$ cat src/rtl/simple_cpu_pkg.sv
`default_nettype none
// ============================================================================
//  Package  : simple_cpu_pkg
//  Purpose  : Instruction format and opcode constants shared by fetch and decode
//  Revision : 1.0
// ============================================================================
package simple_cpu_pkg;

  localparam int INSTR_W    = 16;
  localparam int OPCODE_W   = 4;
  localparam int OPCODE_MSB = 15;
  localparam int OPCODE_LSB = 12;
  localparam int SRC1_MSB   = 11;
  localparam int SRC1_LSB   = 8;
  localparam int SRC2_MSB   = 7;
  localparam int SRC2_LSB   = 4;
  localparam int DEST_MSB   = 3;
  localparam int DEST_LSB   = 0;

  typedef logic [INSTR_W-1:0] instr_t;

  typedef enum logic [OPCODE_W-1:0] {
    OP_NOP   = 4'h0,
    OP_ADD   = 4'h1,
    OP_SUB   = 4'h2,
    OP_AND   = 4'h3,
    OP_OR    = 4'h4,
    OP_XOR   = 4'h5,
    OP_LOAD  = 4'h6,
    OP_STORE = 4'h7,
    OP_BEQ   = 4'h8,
    OP_JMP   = 4'h9,
    OP_HALT  = 4'hF
  } opcode_e;

  function automatic logic [OPCODE_W-1:0] get_opcode(input instr_t word);
    return word[OPCODE_MSB:OPCODE_LSB];
  endfunction

endpackage
`default_nettype wire

$ cat src/rtl/fetch_unit_if.sv
`default_nettype none
// ============================================================================
//  Interface : fetch_unit_if
//  Purpose   : Instruction-memory read port plus fetch-to-decode handshake
//  Revision  : 1.0
// ============================================================================
interface fetch_unit_if #(
  parameter int ADDR_W = 8
);

  logic                        o_imem_en;
  logic [ADDR_W-1:0]           o_imem_addr;
  simple_cpu_pkg::instr_t      i_imem_rdata;
  simple_cpu_pkg::instr_t      o_instruction;
  logic [ADDR_W-1:0]           o_pc;
  logic                        o_valid;
  logic                        i_ready;
  logic                        i_redirect;
  logic [ADDR_W-1:0]           i_redirect_pc;
  logic                        o_halted;

  modport master (
    output o_imem_en, o_imem_addr, o_instruction, o_pc, o_valid, o_halted,
    input  i_imem_rdata, i_ready, i_redirect, i_redirect_pc
  );

  modport slave (
    input  o_imem_en, o_imem_addr, o_instruction, o_pc, o_valid, o_halted,
    output i_imem_rdata, i_ready, i_redirect, i_redirect_pc
  );

endinterface
`default_nettype wire

$ cat src/rtl/fetch_buffer.sv
`default_nettype none
// ============================================================================
//  Module   : fetch_buffer
//  Purpose  : 2-entry FIFO of {pc, instruction} with flush and head output
//  Revision : 1.0
// ============================================================================
module fetch_buffer
  import simple_cpu_pkg::*;
#(
  parameter int ADDR_W = 8
) (
  input  logic              i_clk,
  input  logic              i_rst,
  input  logic              i_push,
  input  logic [ADDR_W-1:0] i_pc,
  input  instr_t            i_instr,
  input  logic              i_pop,
  input  logic              i_flush,
  output logic [1:0]        o_count,
  output logic [ADDR_W-1:0] o_head_pc,
  output instr_t            o_head_instr
);

  logic [ADDR_W-1:0] pc_q    [2];
  logic [ADDR_W-1:0] pc_d    [2];
  instr_t            instr_q [2];
  instr_t            instr_d [2];
  logic              rd_ptr_q, rd_ptr_d;
  logic              wr_ptr_q, wr_ptr_d;
  logic [1:0]        count_q, count_d;

  always_comb begin
    pc_d     = pc_q;
    instr_d  = instr_q;
    rd_ptr_d = rd_ptr_q;
    wr_ptr_d = wr_ptr_q;
    count_d  = count_q;
    // Flush keeps the storage; only pointers and occupancy are cleared.
    if (i_flush) begin
      rd_ptr_d = 1'b0;
      wr_ptr_d = 1'b0;
      count_d  = 2'd0;
    end else begin
      if (i_push) begin
        pc_d[wr_ptr_q]    = i_pc;
        instr_d[wr_ptr_q] = i_instr;
        wr_ptr_d          = ~wr_ptr_q;
      end
      if (i_pop) begin
        rd_ptr_d = ~rd_ptr_q;
      end
      count_d = count_q + {1'b0, i_push} - {1'b0, i_pop};
    end
  end

  always_ff @(posedge i_clk) begin
    if (i_rst) begin
      pc_q[0]    <= '0;
      pc_q[1]    <= '0;
      instr_q[0] <= '0;
      instr_q[1] <= '0;
      rd_ptr_q   <= 1'b0;
      wr_ptr_q   <= 1'b0;
      count_q    <= 2'd0;
    end else begin
      pc_q     <= pc_d;
      instr_q  <= instr_d;
      rd_ptr_q <= rd_ptr_d;
      wr_ptr_q <= wr_ptr_d;
      count_q  <= count_d;
    end
  end

  assign o_count      = count_q;
  assign o_head_pc    = pc_q[rd_ptr_q];
  assign o_head_instr = instr_q[rd_ptr_q];

  a_no_overflow: assert property (@(posedge i_clk) disable iff (i_rst)
    !(i_push && !i_pop && !i_flush && (count_q == 2'd2)));

endmodule
`default_nettype wire

$ cat src/rtl/fetch_unit.sv
`default_nettype none
// ============================================================================
//  Module   : fetch_unit
//  Purpose  : PC owner and instruction fetch with 2-deep buffer, redirect, halt
//  Revision : 1.0
// ============================================================================
module fetch_unit
  import simple_cpu_pkg::*;
#(
  parameter int                    ADDR_W   = 8,
  parameter logic [ADDR_W-1:0]     RESET_PC = '0,
  parameter logic [OPCODE_W-1:0]   HALT_OP  = OP_HALT
) (
  input  logic         i_clk,
  input  logic         i_rst,
  fetch_unit_if.master bus
);

  logic [ADDR_W-1:0] pc_q, pc_d;
  logic              inflight_q, inflight_d;
  logic [ADDR_W-1:0] inflight_pc_q, inflight_pc_d;
  logic              halted_q, halted_d;

  logic [1:0]        count;
  logic [ADDR_W-1:0] head_pc;
  instr_t            head_instr;
  logic              valid;
  logic              pop;
  logic              push;
  logic              issue;
  logic [2:0]        occupancy;
  logic [ADDR_W-1:0] issue_addr;

  assign valid      = (count != 2'd0) & ~bus.i_redirect;
  assign pop        = valid & bus.i_ready;
  assign occupancy  = {1'b0, count} + {2'b00, inflight_q} - {2'b00, pop};
  // A redirect discards everything outstanding, so it never waits for credit.
  assign issue      = ~i_rst & ~halted_q & (bus.i_redirect | (occupancy < 3'd2));
  assign issue_addr = bus.i_redirect ? bus.i_redirect_pc : pc_q;
  assign push       = inflight_q & ~bus.i_redirect & ~halted_q;

  always_comb begin
    pc_d          = pc_q;
    inflight_d    = issue;
    inflight_pc_d = inflight_pc_q;
    halted_d      = halted_q;
    if (issue) begin
      pc_d          = issue_addr + ADDR_W'(1);
      inflight_pc_d = issue_addr;
    end else if (bus.i_redirect) begin
      pc_d = bus.i_redirect_pc;
    end
    if (bus.i_redirect) begin
      halted_d = 1'b0;
    end else if (push && (get_opcode(bus.i_imem_rdata) == HALT_OP)) begin
      halted_d = 1'b1;
    end
  end

  always_ff @(posedge i_clk) begin
    if (i_rst) begin
      pc_q          <= RESET_PC;
      inflight_q    <= 1'b0;
      inflight_pc_q <= '0;
      halted_q      <= 1'b0;
    end else begin
      pc_q          <= pc_d;
      inflight_q    <= inflight_d;
      inflight_pc_q <= inflight_pc_d;
      halted_q      <= halted_d;
    end
  end

  fetch_buffer #(
    .ADDR_W (ADDR_W)
  ) u_fetch_buffer (
    .i_clk        (i_clk),
    .i_rst        (i_rst),
    .i_push       (push),
    .i_pc         (inflight_pc_q),
    .i_instr      (bus.i_imem_rdata),
    .i_pop        (pop),
    .i_flush      (bus.i_redirect),
    .o_count      (count),
    .o_head_pc    (head_pc),
    .o_head_instr (head_instr)
  );

  assign bus.o_imem_en     = issue;
  assign bus.o_imem_addr   = issue_addr;
  assign bus.o_valid       = valid;
  assign bus.o_pc          = head_pc;
  assign bus.o_instruction = head_instr;
  assign bus.o_halted      = halted_q;

endmodule
`default_nettype wire
$ cat src/flat_wrapper.sv
// flat-port wrapper written by rule: the top's interface ports become plain ports
module fetch_unit_flat import simple_cpu_pkg::*;
#(
  parameter int                    ADDR_W   = 8,
  parameter logic [ADDR_W-1:0]     RESET_PC = '0,
  parameter logic [OPCODE_W-1:0]   HALT_OP  = OP_HALT
)
  (i_clk, i_rst, bus_o_imem_en, bus_o_imem_addr, bus_o_instruction, bus_o_pc, bus_o_valid, bus_o_halted, bus_i_imem_rdata, bus_i_ready, bus_i_redirect, bus_i_redirect_pc);
  fetch_unit_if #(.ADDR_W(ADDR_W)) bus_i ();
  input  logic i_clk;
  input  logic i_rst;
  output wire logic [$bits(bus_i.o_imem_en)-1:0] bus_o_imem_en;
  output wire logic [$bits(bus_i.o_imem_addr)-1:0] bus_o_imem_addr;
  output wire logic [$bits(bus_i.o_instruction)-1:0] bus_o_instruction;
  output wire logic [$bits(bus_i.o_pc)-1:0] bus_o_pc;
  output wire logic [$bits(bus_i.o_valid)-1:0] bus_o_valid;
  output wire logic [$bits(bus_i.o_halted)-1:0] bus_o_halted;
  input wire logic [$bits(bus_i.i_imem_rdata)-1:0] bus_i_imem_rdata;
  input wire logic [$bits(bus_i.i_ready)-1:0] bus_i_ready;
  input wire logic [$bits(bus_i.i_redirect)-1:0] bus_i_redirect;
  input wire logic [$bits(bus_i.i_redirect_pc)-1:0] bus_i_redirect_pc;
  assign bus_o_imem_en = bus_i.o_imem_en;
  assign bus_o_imem_addr = bus_i.o_imem_addr;
  assign bus_o_instruction = bus_i.o_instruction;
  assign bus_o_pc = bus_i.o_pc;
  assign bus_o_valid = bus_i.o_valid;
  assign bus_o_halted = bus_i.o_halted;
  assign bus_i.i_imem_rdata = bus_i_imem_rdata;
  assign bus_i.i_ready = bus_i_ready;
  assign bus_i.i_redirect = bus_i_redirect;
  assign bus_i.i_redirect_pc = bus_i_redirect_pc;
  fetch_unit #(.ADDR_W(ADDR_W), .RESET_PC(RESET_PC), .HALT_OP(HALT_OP)) u_core (.i_clk(i_clk), .i_rst(i_rst), .bus(bus_i));
endmodule
$ cat config.mk
export PLATFORM = sky130hd
export DESIGN_NAME = fetch_unit_flat
export DESIGN_NICKNAME = d
export VERILOG_FILES = /design/src/rtl/simple_cpu_pkg.sv /design/src/rtl/fetch_unit_if.sv /design/src/rtl/fetch_buffer.sv /design/src/rtl/fetch_unit.sv /design/src/flat_wrapper.sv
export SDC_FILE = /design/constraint.sdc
export NUM_CORES = 1
export LEC_CHECK = 0
export ABC_AREA = 0
export CAP_MARGIN = 20
export CORE_AREA = 5 5 88 90
export CTS_CLUSTER_SIZE = 8
export DETAILED_ROUTE_END_ITERATION = 6
export DIE_AREA = 0 0 93 95
export PLACE_DENSITY = 0.75
export SYNTH_ARGS = -nofsm -noshare
export SYNTH_HDL_FRONTEND = slang
export SYNTH_SLANG_ARGS = --single-unit
$ cat constraint.sdc
create_clock -name i_clk -period 2.97 [get_ports i_clk]
set_input_delay 0.594 -clock i_clk [delete_from_list [all_inputs] [get_ports i_clk]]
set_output_delay 0.594 -clock i_clk [all_outputs]
set_load 0.05 [all_outputs]
==> metrics.cfg, run 1 <==
[outcome]
status = completed

[global_route]
grt_overflow = 0
grt_use_met1 = 0.210
grt_usage = 0.175
grt_pass1_wl_mm = 12.1
antenna_found_initial = 0
grt_util_met3 = 0.0390
first_global_vias = 2616
busiest_layer = met2
grt_util_met2 = 0.304
grt_max_degree = 65

[placement]
place.gp.congestion = 0.816
dp_slack_ns = -0.333
hpwlAfterDp_mm = 4.95
dp_cells = 493
io_buffers = 62

[synthesis]
synthSimpleGateAreaFrac = 0.209
synth_top_family_by_area = simple AND/OR/NAND/NOR gates
synth-adder-area-share = 0.0228
synthCells = 359
synth-seq-cells = 70
yosysSeqAreaShare = 0.455
syn_area_sq_mm = 0.00308
syn_nets = 392
synthMuxAreaShare = 0.122
synth_cell_type_count = 40
synth_compound_area_frac = 0.115
yosys_warnings = 0
syn_avg_cell_area_sq_um = 8.57
synthXorXnorAreaFrac = 0.0142

[clock_tree]
clock_latency_ns = 0.34
clk_path_buf_depth = 2
clock_sinks = 70
cts_made_buffers = 9
cts_tree = yes
cts-htree-levels = 3
clkTransAtPathRegs_ns = 0.07
cts_root_buffer = clkbuf_8
ctsHoldBuffers = 0

[finish]
stdcell_count = 512
synthToLayoutAreaGrowth_pct = 31.2
drive_gt1_frac = 0.240
final_common_cell = nand2_1
diodes = 0
most-common-layout-cells = nand2_1 (102), dfxtp_1 (68), a21oi_1 (51)
fin_util = 0.578
fin_nets = 458

[critical_path]
crit_path_end_kind = output pin
ff2ff_path_depth = 11
regToRegStartpoint = u_core.u_fetch_buffer.o_count[0]$_SDFF_PP0_
path_cells = buf_2 > o21ba_4 > and2_4 > ha_4 > nor2b_4 > fa_2 > nor3_2 > a22oi_2 > inv_2 > buf_12
critPathTopFamily = adder cells
cpPeakStageDelay_ns = 0.44
cp_num_buf_inv = 3
cp-startpoint = bus_i_redirect
crit_path_max_fanout = 2
cpMaxStageDelayCell = fa_2
cp.arrival_ns = 2.32
cp.required_ns = 2.38
cp.depth = 10
path_class = input pin to output pin
start_kind = input pin

[drt]
drt_iter0_drc = 97
postRouteAntennaNets = 0
finalWirelength_mm = 7.40
routedWlPerCell_um = 14.4
drc = 0
via_per_inst = 5.23
vias = 2677
first_pass_iters = 4

[power_and_ir_drop]
p_int_mw = 1.54
p_clk_frac = 0.332
p_comb_frac = 0.205
seq_power_share = 0.463
p_switching_mw = 0.661
cellLeakagePower_nw = 1.60
switching_share = 0.300
vdd_drop_max_v = 0.000273
p_per_area_mw_per_mm2 = 546
p_total_mw = 2.21

[timing]
hold_violations = 0
skew_ns = 0.00691
max-slew-margin-rel = 0.576
worst_slack_ns = 0.0590
finalSetupViolCount = 0
finalCritPeriodShare = 0.980
period_needed_ns = 2.91
worst_pin_slew_ns = 0.635
maxSlewViolCount = 0
max_freq_ghz = 0.344

[floorplan]
die_h_um = 95
die_area_sq_mm = 0.00884
start_util = 0.441
die_x_um = 93
rows = 31
core-area_sq_mm = 0.00698
ios = 63

[min_path]
min_path_cells = 2
hold_start = u_core.u_fetch_buffer.instr_q[19]$_SDFFE_PP0P_
min_path_type = register to register

[run]
maxCapViolations = 0

-- path summary, 6_finish.rpt --
path	slack [ns]	to
worst max register to register	0.44	u_core.pc_q[7]$_SDFF_PP0_
worst min-delay path	0.45	u_core.u_fetch_buffer.instr_q[19]$_SDFFE_PP0P_
worst max-delay path	0.06	bus_o_imem_en
worst min register to register	0.45	u_core.u_fetch_buffer.instr_q[19]$_SDFFE_PP0P_
-- sequential cells by signal (all words and copies together), names as in the netlist --
register                        cells
u_core.u_fetch_buffer.instr_q      32
u_core.bus.o_halted                 1
u_core.inflight_pc_q                8
u_core.u_fetch_buffer.o_count       2
u_core.pc_q                         8
u_core.u_fetch_buffer.pc_q         16
u_core.u_fetch_buffer.rd_ptr_q      1
u_core.inflight_q                   1
u_core.u_fetch_buffer.wr_ptr_q      1
-- cells in the mapped netlist, drive strengths merged --
cell    number  area [sq um]
a211oi       2          15.0
a21oi       51           255
a22oi        2          25.0
a31oi        2          12.5
and2         2          12.5
and3         4          26.3
and4         1          8.76
buf         13          93.8
clkbuf      12          45.0
dfxtp       70          1400
fa           1          20.0
ha           4          50.1
inv         13          48.8
mux2        28           315
mux2i        6          60.1
nand2      102           383
nand2b       1          6.26
nand3        1          10.0
nand3b       7          52.6
nand4        3          25.0
nand4b       1          8.76
nor2         8          32.5
nor2b        1          6.26
nor3         9          45.0
nor3b        2          20.0
nor4         1          6.26
o21ai        5          25.0
o21ba        1          10.0
o31ai        1          12.5
xnor2        4          35.0
xor2         1          8.76
-- final cells by class --
type | instances | area [sq um]
Clock buffer | 12 | 165
Timing Repair Buffer | 80 | 762
Fill cell | 640 | 2950
Clock inverter | 4 | 28.8
Multi-Input combinational cell | 251 | 1520
Tap cell | 82 | 103
Inverter | 13 | 48.8
Sequential cell | 70 | 1400
-- layer usage --
metal	vias to the layer above	part of all wire
met5	-	0
met4	0	0.017
met3	11	0.039
met2	59	0.49
met1	1276	0.46
li1	1331	-
-- worst reg2reg max path: stages, from the launching register on --
cell,delay (ns)
dfxtp_2,0.34
o21ba_4,0.19
and2_4,0.14
ha_4,0.21
nor2b_4,0.10
fa_2,0.44
nor3_2,0.18
a22oi_2,0.09
inv_2,0.11
buf_4,0.19
nand4_1,0.11
mux2_1,0.32
-- cell families (layout without fill, tap and decap cells) --
logic type      Yosys count  in the layout
compound gates           64             64
xor+xnor                  5              5
fa+ha+maj                 5              5
buf+inv                  38            109
flops                    70             70
mux                      34             34
simple gates            143            143
-- power groups by stage --
stage | clock, mW | sequential [mW] | combinational, mW
floorplan | 0 | 1.03 | 0.295
global placement | 0 | 1.04 | 0.439
detailed placement | 0 | 1.04 | 0.445
CTS | 0.755 | 1.02 | 0.453
global route | 0.793 | 1.03 | 0.487
finish | 0.732 | 1.02 | 0.452
-- repair_timing --
item / in CTS / in global routing
gates resized for setup: 10 / 1
buffers inserted: 2 / 1
pin swaps: 5 / 2
setup endpoints to repair: 1 / 1
gates cloned: 0 / 0
-- per-stage QoR --
stage | hold slack (ns) | cell area [sq um] | TNS (ns)
5_1_grt | 0.472 | 4040 | -0.00613
2_1_floorplan | 0.433 | 3100 | -0.154
4_1_cts | 0.456 | 4030 | 0
3_5_place_dp | 0.445 | 3800 | -2.38
6_report | 0.454 | 4040 | 0
3_3_place_gp | 0.438 | 3800 | -1.86
Power figures use the tool's default switching activity.
==> inputs of run 2 (changes only) <==
CAP_MARGIN = default   (was 20)
CORE_AREA = 2 2 85 87   (was 5 5 88 90)
DIE_AREA = 0 0 87 89   (was 0 0 93 95)
==> run 2 against run 1 <==
  * Critical path depth did not move
  * Design area rose by 1.6%
  * Register-to-register slack lost 0.10 ns
  * Via count about the same
  * Sequential share of layout area decreased by 0.57 points
  * Total power is 9.1% higher
  * Clock power increased by 27%
  * Wire length shrank 2.6%
  * Core utilization is 3.2 points higher
==> metrics.cfg, run 2 (synthesis results as in run 1) <==
[timing]
finalSetupViolCount = 0
period_needed_ns = 2.88
hold_violations = 0
hold_ws_ns = 0.454
rsz0062_at_grt = false
max_freq_ghz = 0.347
worst_slack_ns = 0.0878
finalCritPeriodShare = 0.970
maxSlewViolCount = 0
skew_ns = 0.00989
worst_pin_slew_ns = 0.660
max-slew-margin-rel = 0.560

[placement]
place.gp.congestion = 0.829
io_buffers = 62
place_area_sq_mm = 0.00382
dp_slack_ns = -0.368
hpwlAfterDp_mm = 4.82

[power_and_ir_drop]
p_total_mw = 2.41
vdd_drop_max_v = 0.000435
cellLeakagePower_nw = 1.62
p_per_area_mw_per_mm2 = 587

[critical_path]
cp.required_ns = 2.38
start_kind = input pin
crit_path_end_kind = output pin
cp.arrival_ns = 2.29
crit_path_max_fanout = 2
path_class = input pin to output pin

[clock_tree]
cts_tree = yes
clock_sinks = 70
cts_made_buffers = 9
clock_latency_ns = 0.34
clk_path_buf_depth = 2
cts_root_buffer = clkbuf_8
cts-htree-levels = 3
clkTransAtPathRegs_ns = 0.08

[finish]
final_common_cell = nand2_1
drive_gt1_frac = 0.225
synthToLayoutAreaGrowth_pct = 33.2
fin_area_sq_mm = 0.00410
most-common-layout-cells = nand2_1 (102), dfxtp_1 (69), a21oi_1 (51)
fin_nets = 459
fillers = 558
largestRegisters = u_core.u_fetch_buffer.instr_q: 32 flops, u_core.u_fetch_buffer.pc_q: 16 flops
diodes = 0
largest_reg_flops = 32
top_register = u_core.u_fetch_buffer.instr_q

[drt]
finalWirelength_mm = 7.20
drt_iter0_drc = 118
routedWlPerCell_um = 14.1
first_pass_iters = 4
postRouteAntennaNets = 0
vias = 2678
via_per_inst = 5.24
drc = 0

[global_route]
grt_pass1_wl_mm = 12.0
grt_overflow = 0
antenna_found_initial = 0
grt_max_degree = 67
grt_usage = 0.197
first_global_vias = 2677

[floorplan]
core-area_sq_mm = 0.00672
die_x_um = 87
ios = 63
start_util = 0.458
die_area_sq_mm = 0.00774
rows = 30
die_h_um = 89

[run]
maxCapViolations = 0

[min_path]
min_path_type = register to register

[outcome]
status = completed

run 2: cell count changes in the layout (fill, tap and decap cells not counted), sizes merged:
| cell | delta |
|---|---|
| clkbuf | -3 |
| inv | +1 |
| buf | -5 |
| bufinv | +3 |
| clkdlybuf4s50 | +6 |
| clkinvlp | -1 |
run 2: worst max-delay path, stage by stage:
cell     delay [ns]
buf_2          0.11
o21ba_4        0.21
and2_4         0.15
ha_4           0.20
nor2b_2        0.12
fa_2           0.45
nor3_2         0.13
a22oi_2        0.09
inv_2          0.11
buf_12         0.14
run 2: power by group:
part | internal, mW | switching, mW
registers | 0.990 | 0.0300
logic | 0.185 | 0.270
clock network | 0.562 | 0.367
total | 1.74 | 0.668
run 2: final cells by class:
cell class	count	area, sq um	share of cell area
multi-input combinational	251	1520	0.371
sequential	70	1400	0.342
timing repair buffer	81	785	0.191
clock buffer	9	124	0.0302
clock inverter	7	120	0.0293
tap	80	100	0.0244
inverter	13	48.8	0.0119
run 2: path summary, 6_finish.rpt:
path,startpoint,end,slack [ns],depth (start not counted)
min,u_core.u_fetch_buffer.instr_q[3]$_SDFFE_PP0P_,u_core.u_fetch_buffer.instr_q[3]$_SDFFE_PP0P_,0.45,2
max,bus_i_redirect,bus_o_imem_en,0.09,10
min reg2reg,u_core.u_fetch_buffer.instr_q[3]$_SDFFE_PP0P_,u_core.u_fetch_buffer.instr_q[3]$_SDFFE_PP0P_,0.45,2
max reg2reg,u_core.u_fetch_buffer.o_count[1]$_SDFF_PP0_,u_core.pc_q[4]$_SDFF_PP0_,0.34,12
run 2: metal layers:
layer	GRT usage	vias up	share of wire
met5	0	-	0
met4	0.0852	0	0.015
met3	0.0342	11	0.048
met2	0.337	78	0.48
met1	0.244	1255	0.45
li1	-	1334	-
run 2: stage by stage:
stage,utilization,TNS (ns),instances
4_1_cts,0.610,0,511
2_1_floorplan,-,-0.154,359
3_5_place_dp,0.569,-2.00,492
6_report,0.610,0,511
5_1_grt,0.610,0,511
3_3_place_gp,0.569,-1.38,492
run 2: timing repair:
| action | in CTS | in global routing |
|---|---|---|
| hold buffers | 0 | 0 |
| pin swaps | 3 | 2 |
| cloned | 0 | 0 |
| endpoints found under the setup margin | 1 | 1 |
| resized for setup | 8 | 1 |
| setup buffers | 3 | 0 |
